`config.mk`:
```
export PLATFORM = sky130hd
export DESIGN_NAME = pet_needs_timer
export DESIGN_NICKNAME = d
export VERILOG_FILES = /design/src/rtl/pet_needs_timer.sv
export SDC_FILE = /design/constraint.sdc
export NUM_CORES = 1
export LEC_CHECK = 0
export CAP_MARGIN = 20
export CORE_ASPECT_RATIO = 2
export CORE_MARGIN = 2
export CORE_UTILIZATION = 65
export CTS_BUF_LIST = sky130_fd_sc_hd__clkbuf_2
export DETAILED_ROUTE_END_ITERATION = 7
export HOLD_SLACK_MARGIN = 0.1
export PLACE_DENSITY = 0.87
export SLEW_MARGIN = 20
export SYNTH_ARGS = -nofsm -noshare
export SYNTH_HDL_FRONTEND = slang
export SYNTH_SLANG_ARGS = --single-unit
export TNS_END_PERCENT = 1
```
`constraint.sdc`:
```
create_clock -name clk_in -period 5.75 [get_ports clk_in]
set_clock_uncertainty 0.2 [all_clocks]
set_input_delay 1.15 -clock clk_in [delete_from_list [all_inputs] [get_ports clk_in]]
set_output_delay 1.15 -clock clk_in [all_outputs]
set_load 0.005 [all_outputs]
```
`src/rtl/pet_needs_timer.sv`:
```
// pet_needs_timer: ages hunger/fun/energy on tick_in edges and runs the AWAKE/SLEEPING/DEAD life FSM.
// Optional NEEDS_FAST_DECAY_EN forces every aging period to 1 tick.
module pet_needs_timer #(
  parameter int MAX_LEVEL     = 5,
  parameter int ALERT_LEVEL   = 1,
  parameter int HUNGER_PERIOD = 10,
  parameter int FUN_PERIOD    = 15,
  parameter int ENERGY_PERIOD = 20,
  parameter int SLEEP_PERIOD  = 4,
  parameter int FEED_STEP     = 2,
  parameter int PLAY_STEP     = 2,
  parameter int STARVE_TICKS  = 8
) (
  input  logic       clk_in,
  input  logic       rst,
  input  logic       tick_in,
  input  logic       enable,
  input  logic       feed,
  input  logic       play,
  input  logic       sleep,
  output logic [2:0] hunger_lvl,
  output logic [2:0] fun_lvl,
  output logic [2:0] energy_lvl,
  output logic [1:0] pet_state,
  output logic       alert
);
  typedef enum logic [1:0] {AWAKE = 2'b00, SLEEPING = 2'b01, DEAD = 2'b10} state_t;
`ifdef NEEDS_FAST_DECAY_EN
  localparam int HP = 1;
  localparam int FP = 1;
  localparam int EP = 1;
  localparam int SP = 1;
`else
  localparam int HP = HUNGER_PERIOD;
  localparam int FP = FUN_PERIOD;
  localparam int EP = ENERGY_PERIOD;
  localparam int SP = SLEEP_PERIOD;
`endif
  localparam logic [7:0] HR = 8'(HP - 1);
  localparam logic [7:0] FR = 8'(FP - 1);
  localparam logic [7:0] ER = 8'(EP - 1);
  localparam logic [7:0] SR = 8'(SP - 1);
  localparam logic [2:0] MAXL = 3'(MAX_LEVEL);
  localparam logic [2:0] ALRT = 3'(ALERT_LEVEL);
  state_t state, state_n;
  logic s1, s2, prev;
  logic [7:0] hcnt, fcnt, ecnt, scnt, hcnt_n, fcnt_n, ecnt_n, scnt_n;
  logic [2:0] h_n, f_n, e_n;
  logic run, awake, asleep, t, do_feed, do_play, do_sleep, go_sleep, wake;
  logic h_dec, f_dec, e_dec, e_inc;
  // Widened to 5 bits so a negative result is visible in the top bit before clamping.
  function automatic logic [2:0] sat(input logic [2:0] lvl, input logic [1:0] dec, input logic [3:0] step);
    logic [4:0] v;
    v = 5'(lvl) + 5'(step) - 5'(dec);
    return v[4] ? 3'd0 : (v > 5'(MAXL) ? MAXL : v[2:0]);
  endfunction
  assign run      = enable & (state != DEAD);
  assign awake    = state == AWAKE;
  assign asleep   = state == SLEEPING;
  assign t        = run & s2 & ~prev;
  assign do_sleep = run & sleep;
  assign do_feed  = run & awake & feed & ~sleep;
  assign do_play  = run & awake & play & ~sleep & (energy_lvl != 3'd0);
  assign go_sleep = awake & do_sleep;
  assign wake     = asleep & (do_sleep | energy_lvl == MAXL);
  assign h_dec    = t & awake & hcnt == 8'd0;
  assign f_dec    = t & awake & fcnt == 8'd0;
  assign e_dec    = t & awake & ecnt == 8'd0;
  assign e_inc    = t & asleep & ecnt == 8'd0;
  assign pet_state = state;
  always_comb begin
    hcnt_n = do_feed ? HR : (t & awake) ? (h_dec ? HR : hcnt - 8'd1) : hcnt;
    fcnt_n = do_play ? FR : (t & awake) ? (f_dec ? FR : fcnt - 8'd1) : fcnt;
    ecnt_n = go_sleep ? SR : wake ? ER : t ? (ecnt == 8'd0 ? (asleep ? SR : ER) : ecnt - 8'd1) : ecnt;
    scnt_n = (state == DEAD) ? scnt : (hunger_lvl != 3'd0) ? 8'd0 : t ? scnt + 8'd1 : scnt;
    h_n = sat(hunger_lvl, {1'b0, h_dec}, do_feed ? 4'(FEED_STEP) : 4'd0);
    f_n = sat(fun_lvl, {1'b0, f_dec}, do_play ? 4'(PLAY_STEP) : 4'd0);
    e_n = sat(energy_lvl, 2'(e_dec) + 2'(do_play), {3'd0, e_inc});
    state_n = (state == DEAD || scnt >= 8'(STARVE_TICKS)) ? DEAD : go_sleep ? SLEEPING : wake ? AWAKE : state;
  end
  always_ff @(posedge clk_in) begin
    if (rst) begin
      s1 <= 1'b1;
      s2 <= 1'b1;
      prev <= 1'b1;
      hunger_lvl <= MAXL;
      fun_lvl <= MAXL;
      energy_lvl <= MAXL;
      hcnt <= HR;
      fcnt <= FR;
      ecnt <= ER;
      scnt <= 8'd0;
      state <= AWAKE;
      alert <= 1'b0;
    end else begin
      s1 <= tick_in;
      s2 <= s1;
      prev <= s2;
      hunger_lvl <= h_n;
      fun_lvl <= f_n;
      energy_lvl <= e_n;
      hcnt <= hcnt_n;
      fcnt <= fcnt_n;
      ecnt <= ecnt_n;
      scnt <= scnt_n;
      state <= state_n;
      alert <= (state_n != DEAD) && (hunger_lvl <= ALRT || fun_lvl <= ALRT || energy_lvl <= ALRT);
    end
  end
endmodule
```
==> flow_metrics.py <==
metrics = {
    "yosys": {
        "yosysUniqueCellTypes": 48,
        "yosys_warnings": 0,
        "ys_seq_elements": 47,
        "synth_edf_count": 0,
        "synth_area_per_cell_um2": 8.72,
        "syn-num-nets": 326,
        "synth_cells": 295,
        "ys.flop_type": "dfxtp_1",
        "syn_area_um2": 2570,
        "async_flop_share_pct": 0,
        "ys_seq_area_share_pct": 36.6,
    },
    "sta": {
        "tightest_slew_ns": 0.749,
        "finalCritPeriodShare_pct": 72.5,
        "fin_ws_ns": 1.58,
        "max_freq_ghz": 0.240,
        "hold_viol": 0,
        "relSlewSlack_pct": 49.9,
        "maxSlewViolCount": 0,
        "rsz0062_at_grt": "false",
        "setup_viol": 0,
        "tns_ns": 0,
        "min_period_ns": 4.17,
    },
    "grt": {
        "grt_util_all_layers_pct": 25.6,
        "antenna_found_initial": 0,
        "grt_max_degree": 17,
        "grt_pass1_vias": 2154,
        "grt_pass1_wl_um": 9120,
        "gr-total-overflow": 0,
    },
    "worst_setup_path": {
        "critPathMaxStageDelay_ns": 0.53,
        "crit_end": "energy_lvl[1]",
        "ff2ff_path_depth": 9,
        "r2r_start": "ecnt[4]",
        "worstPathCellList": "clkdlybuf4s50_1 -> nor4b_1 -> nand3_1 -> fa_1 -> ha_1 -> ha_1 -> fa_1 -> xnor2_1 -> nor2_1 -> nor4bb_1",
        "worstPathRequired_ns": 5.88,
        "crit_start": "enable",
        "end_kind": "flip-flop",
        "critPathBufInv": 1,
        "critPathLaunchType": "input port",
        "critPathArrivalTime_ns": 4.30,
        "critPathMaxFanout": 5,
        "critical_path_class": "in -> reg",
        "cp.depth": 10,
        "reg2reg_to": "energy_lvl[1]",
        "cp_slowest_cell": "clkdlybuf4s50_1",
        "crit_family": "adder cells",
        "r2r_slack_ns": 2.27,
    },
    "placement": {
        "port-buffer-count": 18,
        "place.gp.congestion": 0.883,
        "dp_slack_ns": 1.14,
        "hpwl_um": 4020,
    },
    "clock_network": {
        "clock-sinks": 47,
        "hold_buffers": 0,
        "ctsLongestPathBuffers": 2,
        "cts_root_buffer": "clkbuf_2",
        "cts_buffers": 5,
        "clkLatencyLatePin_ns": 0.43,
        "path_clk_slew_ns": 0.21,
        "postCtsSetupBuffers": 0,
        "cts_resized": 0,
        "h-tree-depth": 2,
        "cts_tree": "built",
    },
    "job": {
        "maxCapViolCount": 0,
    },
    "pwr": {
        "power_switching_w": 0.000188,
        "leakage_nw": 1.18,
        "combPwrFrac_pct": 20.1,
        "p_seq_share_pct": 53.6,
        "internal_power_w": 0.000487,
        "p_total_w": 0.000676,
        "p_sw_share_pct": 27.9,
        "vdd_drop_max_mv": 0.251,
        "powerDensity_nw_per_um2": 236,
        "p_clk_share_pct": 26.3,
    },
    "routing": {
        "wl_um": 5180,
        "drc": 0,
        "wl_per_cell_um": 14.2,
        "initialDrtViolationCount": 71,
        "num_vias": 2139,
        "first_pass_iters": 4,
        "ant_nets": 0,
        "viasPerCell": 5.84,
    },
    "finish": {
        "mostFrequentLayoutCells": "47 x dfxtp_1, 28 x inv_1, 28 x nor2_1",
        "layout_commonest_cell": "dfxtp_1",
        "area_growth_pct": 11.1,
        "drive_above_1_share_pct": 6.03,
        "post-route-util_pct": 74.4,
        "nNetsFinal": 346,
        "num_antenna_cells": 0,
    },
    "run_status": {
        "status": "finished, final reports clean",
    },
    "floorplan": {
        "start_util_pct": 67.0,
        "fp.dieH_um": 93.0,
        "dieArea_um2": 4510,
        "die_x_um": 48.5,
        "fp.coreArea_um2": 3840,
        "rows": 32,
        "io_pins": 19,
    },
    "min_path": {
        "hold_class": "reg -> reg",
    },
}
-- worst min-delay path by stage --
| stage | from | depth (start not counted) | end |
|---|---|---|---|
| 2_1_floorplan | s1 | 1 | s2 |
| 3_3_place_gp | s1 | 1 | s2 |
| 3_5_place_dp | s1 | 1 | s2 |
| 4_1_cts | s1 | 1 | s2 |
| 5_1_grt | s1 | 1 | s2 |
| 6_report | s1 | 1 | s2 |
-- final cells by class --
class / instances / area, um2
multi-input cells: 214 / 1500
repair buffers: 19 / 188
fillers: 319 / 985
inverters: 28 / 105
well taps: 51 / 63.8
flip-flops and latches: 47 / 941
clock inverters: 1 / 30.0
clock buffers: 6 / 30.0
-- Yosys cell counts (all sizes together), types with 2 or more instances --
library cell	instances	area [um2]
a211oi	2	15.0
a21boi	3	22.5
a21oi	9	45.0
a31oi	2	12.5
and2	2	12.5
and3	5	31.3
buf	3	15.0
clkbuf	3	11.3
dfxtp	47	941
fa	4	80.1
ha	20	250
inv	28	105
nand2	18	67.6
nand2b	6	37.5
nand3	14	70.1
nand3b	2	15.0
nand4	9	56.3
nor2	28	105
nor3	7	35.0
nor3b	2	15.0
nor4	7	43.8
nor4b	4	35.0
o211ai	3	22.5
o21ai	10	50.0
o31ai	3	36.3
or2	4	25.0
or3	7	48.8
or3b	3	28.8
or4	3	22.5
xnor2	7	61.3
xor2	17	149
-- metrics by stage --
stage	std cells	cell area [um2]	hold slack, ns
2_1_floorplan	295	2570	0.189
3_3_place_gp	359	2800	0.193
3_5_place_dp	359	2800	0.196
4_1_cts	366	2860	0.239
5_1_grt	366	2860	0.272
6_report	366	2860	0.238
-- logic make-up (layout without fill, tap and decap cells) --
family / Yosys count / in the layout / synth area share (%)
AND/OR/NAND/NOR: 127 / 127 / 27.2
flip-flops: 47 / 47 / 36.6
AO/OA/AOI/OAI: 39 / 39 / 10.1
buffers and inverters: 34 / 54 / 5.10
adder cells (fa/ha/maj): 24 / 24 / 12.8
XOR/XNOR: 24 / 24 / 8.17
-- state kept, by name, indices dropped and copies added, names as in the netlist --
signal      count
s1              1
energy_lvl      3
hunger_lvl      3
s2              1
pet_state       2
hcnt            8
alert           1
prev            1
fcnt            8
scnt            8
fun_lvl         3
ecnt            8
-- per-layer routing --
layer / wire length (um) / part of all wire, % / GRT usage (%)
met1: 2020 / 39 / 25.3
met3: 144 / 2.8 / 4.63
met2: 2870 / 55 / 49.7
met5: 0 / 0 / 0
met4: 150 / 2.9 / 12.9
-- power by group through the flow --
stage               logic (W)  clock network (W)  registers, W
CTS                  0.000138           0.000179      0.000363
finish               0.000136           0.000178      0.000362
global route         0.000157           0.000189      0.000365
floorplan           0.0000857                  0      0.000365
detailed placement   0.000137                  0      0.000369
global placement     0.000134                  0      0.000368
Power figures use the tool's default switching activity.
